$ cat config.mk
export PLATFORM = sky130hd
export DESIGN_NAME = seqgen_stream
export DESIGN_NICKNAME = d
export VERILOG_FILES = /design/src/rtl/seqgen_stream.sv
export SDC_FILE = /design/constraint.sdc
export NUM_CORES = 1
export LEC_CHECK = 0
export CORE_ASPECT_RATIO = 0.7
export CORE_UTILIZATION = 45
export CTS_CLUSTER_SIZE = 40
export DETAILED_ROUTE_END_ITERATION = 16
export PLACE_DENSITY = 0.69
export SYNTH_ARGS = -nofsm -noshare
export SYNTH_HDL_FRONTEND = slang
export SYNTH_SLANG_ARGS = --single-unit
export TNS_END_PERCENT = 5
$ cat constraint.sdc
create_clock -name clk -period 6 [get_ports clk]
set_input_delay 1.8 -clock clk [delete_from_list [all_inputs] [get_ports clk]]
set_output_delay 1.8 -clock clk [all_outputs]
set_load 0.02 [all_outputs]
$ cat src/rtl/seqgen_stream.sv
// Arithmetic-progression generator: emits a, a+STEP, ... while term <= b on a
// valid/ready stream, with start/busy/done command handshake and beat count.
//
// state  | meaning
// S_IDLE | waiting for start; a and b sampled on accept
// S_RUN  | presenting terms on the stream, one per beat
// S_DONE | one-cycle done pulse, then back to idle
module seqgen_stream #(
  parameter int WIDTH = 32,
  parameter int STEP  = 2
) (
  input  logic             clk,
  input  logic             rst_n,
  input  logic             start,
  input  logic [WIDTH-1:0] a,
  input  logic [WIDTH-1:0] b,
  output logic             busy,
  output logic             done,
  output logic [WIDTH-1:0] count,
  output logic             m_valid,
  input  logic             m_ready,
  output logic [WIDTH-1:0] m_data,
  output logic             m_last
);

  typedef enum logic [1:0] {S_IDLE, S_RUN, S_DONE} state_t;

  localparam logic signed [WIDTH:0] STEP_X = (WIDTH+1)'(STEP);

  state_t           state_q, state_d;
  logic [WIDTH-1:0] b_r, b_d;
  logic [WIDTH-1:0] data_d, cnt_d, nxt_term;
  logic             last_d, valid_d, done_d, busy_d;

  // Bound compares run one bit wider so term+STEP can never wrap negative.
  logic signed [WIDTH:0] a_x, b_in_x, b_r_x, nxt_x;
  logic signed [WIDTH:0] a_step_x, nxt_step_x;

  assign nxt_term   = m_data + WIDTH'(STEP);
  assign a_x        = {a[WIDTH-1], a};
  assign b_in_x     = {b[WIDTH-1], b};
  assign b_r_x      = {b_r[WIDTH-1], b_r};
  assign nxt_x      = {nxt_term[WIDTH-1], nxt_term};
  assign a_step_x   = a_x + STEP_X;
  assign nxt_step_x = nxt_x + STEP_X;

  always_comb begin
    state_d = state_q;
    b_d     = b_r;
    data_d  = m_data;
    cnt_d   = count;
    last_d  = m_last;
    case (state_q)
      S_IDLE: begin
        if (start) begin
          data_d = a;
          b_d    = b;
          cnt_d  = '0;
          if (a_x > b_in_x) begin
            state_d = S_DONE;
            last_d  = 1'b0;
          end else begin
            state_d = S_RUN;
            last_d  = (a_step_x > b_in_x);
          end
        end
      end
      S_RUN: begin
        if (m_ready) begin
          cnt_d = count + WIDTH'(1);
          if (m_last) begin
            state_d = S_DONE;
            last_d  = 1'b0;
          end else begin
            // Only advance when a further term exists, so term never overflows.
            data_d = nxt_term;
            last_d = (nxt_step_x > b_r_x);
          end
        end
      end
      S_DONE: state_d = S_IDLE;
      default: state_d = S_IDLE;
    endcase
    valid_d = (state_d == S_RUN);
    done_d  = (state_d == S_DONE);
    busy_d  = (state_d != S_IDLE);
  end

  always_ff @(posedge clk or negedge rst_n) begin
    if (!rst_n) begin
      state_q <= S_IDLE;
      b_r     <= '0;
      m_data  <= '0;
      count   <= '0;
      m_last  <= 1'b0;
      m_valid <= 1'b0;
      done    <= 1'b0;
      busy    <= 1'b0;
    end else begin
      state_q <= state_d;
      b_r     <= b_d;
      m_data  <= data_d;
      count   <= cnt_d;
      m_last  <= last_d;
      m_valid <= valid_d;
      done    <= done_d;
      busy    <= busy_d;
    end
  end

endmodule

==> summary.md <==
| Metric | Value |
|---|---|
| Finish-stage setup viols | 0 |
| Post-route clock skew | between 0.01 and 0.015 ns |
| # clock sinks | roughly 100 |
| Mean post-synth cell area | 8.09 sq um |
| DP Wirelength | 20.2 mm |
| Worst-Margin Slew | 0.988 ns |
| Placed Area | about 10000 sq um |
| Max-slew violations | 0 |
| Total core area | approximately 19000 sq um |
| Post-synthesis cell count | roughly 1100 |
| Post-synth EDFFs | 0 |
| DRC violations left | 0 |
| PwrDens | between 300 and 400 nW/um^2 |
| Reg2Reg Setup Slack | ~0.86 ns |
| Iteration-0 DRC Markers | around 670 |
| Final worst-path cycle share | 89.7% |
| CP Launch Type | input port |
| Cts repair resizes | 0 |
| Worst setup EP type | flop |
| Vias/cell | 5.59 |
| Leakage | 4.69 nW |
| Fraction of layout cells with a size suffix above 1 | 3.75% |
| Hold_buf cts | 0 |
| RSZ-0062 raised after global routing | no |
| Postcts setup bufs | 0 |
| Congestion Overflow GR | 0 |
| Setup WS pre-CTS | around 0.33 ns |
| Cts bufs inserted | 9 |
| Die W | about 170 um |
| Root Driver | clkbuf_16 |
| Total power | a little over 4 mW |
| Final Instance Area | ~11000 sq um |
| Final WS setup | 0.616 ns |
| Setup CP Type | input port to flop |
| CTS clk-pin slew, worst paths | roughly 0.070 ns |
| Fraction of registers with async set/reset | 100% |
| CTS HTree Levels | 3 |
| Global-route wire length before repair | 41.0 mm |
| Via count | just over 8000 |
| Status | finished clean |
| Sequential fraction of the synthesis area | roughly 29% |
| Area Growth Syn to Fin | 21.0% |
| Total track usage | a little over a quarter |
| Synth Cell Area | a little under 9000 sq um |
| Syn nets | approximately 1300 |
| Fmax achieved | 0.186 GHz |
| Die height | 119 um |
| Largest net degree at the start of global routing | roughly 100 |
| Final wirelength | 25.5 mm |
| Slew Limit Headroom | roughly 34% |
| CP required | about 6.2 ns |
| Initial Util | about 46% |
| Number of max-cap violations | 0 |
| Worst-Skew Late Latency | 0.36 ns |
| Drt first pass iters | 5 |
| Crit path max fanout | 6 |
| Tmin final | roughly 5.4 ns |
| Yosys reg bits | 102 |
| Fin nets | around 1400 |
| DR WL/cell | around 17 um |
| Max rail drop VDD | between 0.2 and 0.25 mV |
| Final hold vios | 0 |
| Initial antenna violation count | 0 |
| Number of I/O pins | roughly 140 |
| Post-Route Setup TNS | 0 ns |
| Vias in the first global route | 7443 |
| Clk buf depth | 2 |
| Row cnt | 42 |
| Critical Path AT | 5.59 ns |
| GP Congestion | between 0.9 and 1 |
| Hold/Removal Path Class | flop to flop |
| Ys Warns | 0 |
| TritonCTS clock tree | done |
| Synth unique cells | 63 |
| Die Area | ~20000 sq um |
| Port Buffers | approximately 140 |
| Synth Flop Type | dfrtp_1 |
| Antenna Nets Post-Route | 0 |
| # diodes | 0 |
==> flip-flops by register name (all words and copies together) (netlist names) <==
name / count
b_r: 32
count: 32
m_data: 32
state_q: 2
busy: 1
done: 1
m_last: 1
m_valid: 1
==> critical path, cell delays in order <==
cell,delay [ns]
clkdlybuf4s50_1,0.61
and3_1,0.27
nand4_1,0.18
nor3_1,0.33
nand2_1,0.10
nor2_1,0.28
nand2_1,0.15
nor2_1,0.15
xor2_1,0.18
ha_1,0.28
a21o_1,0.18
a2111oi_0,0.39
o21ai_0,0.16
a21oi_1,0.15
o22a_1,0.23
o311ai_0,0.13
==> cells by family after synthesis <==
logic type,Yosys count,synth area share [%]
AND/OR/NAND/NOR,411,23.4
adder cells (fa/ha/maj),102,14.5
XOR/XNOR,114,11.4
flip-flops,102,29.0
buffers and inverters,127,5.88
multiplexers,2,0.227
AO/OA/AOI/OAI,231,15.6
==> power by group <==
group	switching (mW)	leakage [nW]	internal, mW
Combinational	1.30	3.26	0.951
Sequential	0.308	1.29	0.918
Clock	0.274	0.145	0.334
Total	1.89	4.69	2.20
==> area by class of cell <==
cell class	count	area [sq um]
multi-input combinational	860	5750
inverter	77	289
tap	264	330
sequential	102	2550
clock inverter	5	60.1
timing repair buffer	147	1440
clock buffer	10	239
fill	1796	8370
==> synthesized netlist by cell type, types with 3 or more instances <==
master / instances / area [sq um]
nor4b_1: 3 / 26.3
nor2_1: 93 / 349
nand2b_1: 7 / 43.8
nand2_1: 122 / 458
inv_1: 77 / 289
nor3_1: 16 / 80.1
buf_4: 4 / 30.0
and3_1: 26 / 163
a31oi_1: 3 / 18.8
dfrtp_1: 102 / 2550
clkbuf_1: 31 / 116
nand3_1: 42 / 210
o22a_1: 4 / 35.0
or3b_2: 3 / 26.3
a22oi_1: 4 / 30.0
and2_1: 8 / 50.1
nor2b_1: 7 / 43.8
o21a_1: 5 / 37.5
o31ai_1: 3 / 22.5
a21oi_1: 69 / 345
nor4_1: 15 / 93.8
xor2_1: 54 / 473
o211ai_1: 4 / 30.0
o21ai_0: 82 / 410
buf_1: 4 / 15.0
nand4_1: 37 / 231
and4_1: 11 / 96.3
o22ai_1: 7 / 43.8
or4_1: 3 / 22.5
ha_1: 102 / 1280
buf_2: 9 / 45.0
xnor2_1: 59 / 517
or3_1: 4 / 25.0
a221oi_1: 3 / 26.3
a21o_1: 29 / 218
==> cell usage in the layout (no fill, tap or decap), types with 3 or more instances in the layout <==
master           instances
o21a_1                   5
or3b_2                   3
xor2_1                  54
dfrtp_1                102
nand4_1                 37
nand2_1                122
and3_1                  26
o211ai_1                 4
nor2_1                  92
and4_1                  11
a21o_1                  29
nand3_1                 42
and2_1                   8
o21ai_0                 81
ha_1                   102
a22oi_1                  4
o31ai_1                  3
or3_1                    4
clkdlybuf4s50_1        134
clkbuf_16                9
xnor2_1                 59
buf_4                   13
inv_1                   77
nor4_1                  15
o22ai_1                  7
nor3_1                  16
nand2b_1                 7
a21oi_1                 69
nor2b_1                  6
o22a_1                   4
or4_1                    3
a221oi_1                 3
a31oi_1                  3
nor4b_1                  3
==> stage by stage <==
| stage | hold slack (ns) | util (%) | cells |
|---|---|---|---|
| 2_1_floorplan | 0.450 | - | 1089 |
| 3_3_place_gp | 0.467 | 54.4 | 1450 |
| 3_5_place_dp | 0.469 | 54.4 | 1450 |
| 4_1_cts | 0.488 | 56.0 | 1465 |
| 5_1_grt | 0.548 | 56.0 | 1465 |
| 6_report | 0.485 | 56.0 | 1465 |
==> worst paths after layout <==
| path | start | to | depth (start not counted) |
|---|---|---|---|
| max | a[9] | m_last$_DFFE_PN0P_ | 16 |
| min | b_r[0]$_DFFE_PN0P_ | b_r[0]$_DFFE_PN0P_ | 2 |
| max reg2reg | m_data[1]$_DFFE_PN0P_ | m_last$_DFFE_PN0P_ | 16 |
| min reg2reg | b_r[0]$_DFFE_PN0P_ | b_r[0]$_DFFE_PN0P_ | 2 |
| max in group asynchronous | rst_n | m_data[24]$_DFFE_PN0P_ | 2 |
| min in group asynchronous | rst_n | state_q[0]$_DFF_PN0_ | 1 |
==> layer usage <==
metal  track usage [%]  wire, um  share of wire (%)
met5                 0         0                  0
met4              4.50       290                1.1
met3              6.58      2430                9.5
met2              34.9      9870                 39
met1              41.7     13000                 51
(Power assumes the default switching activity.)
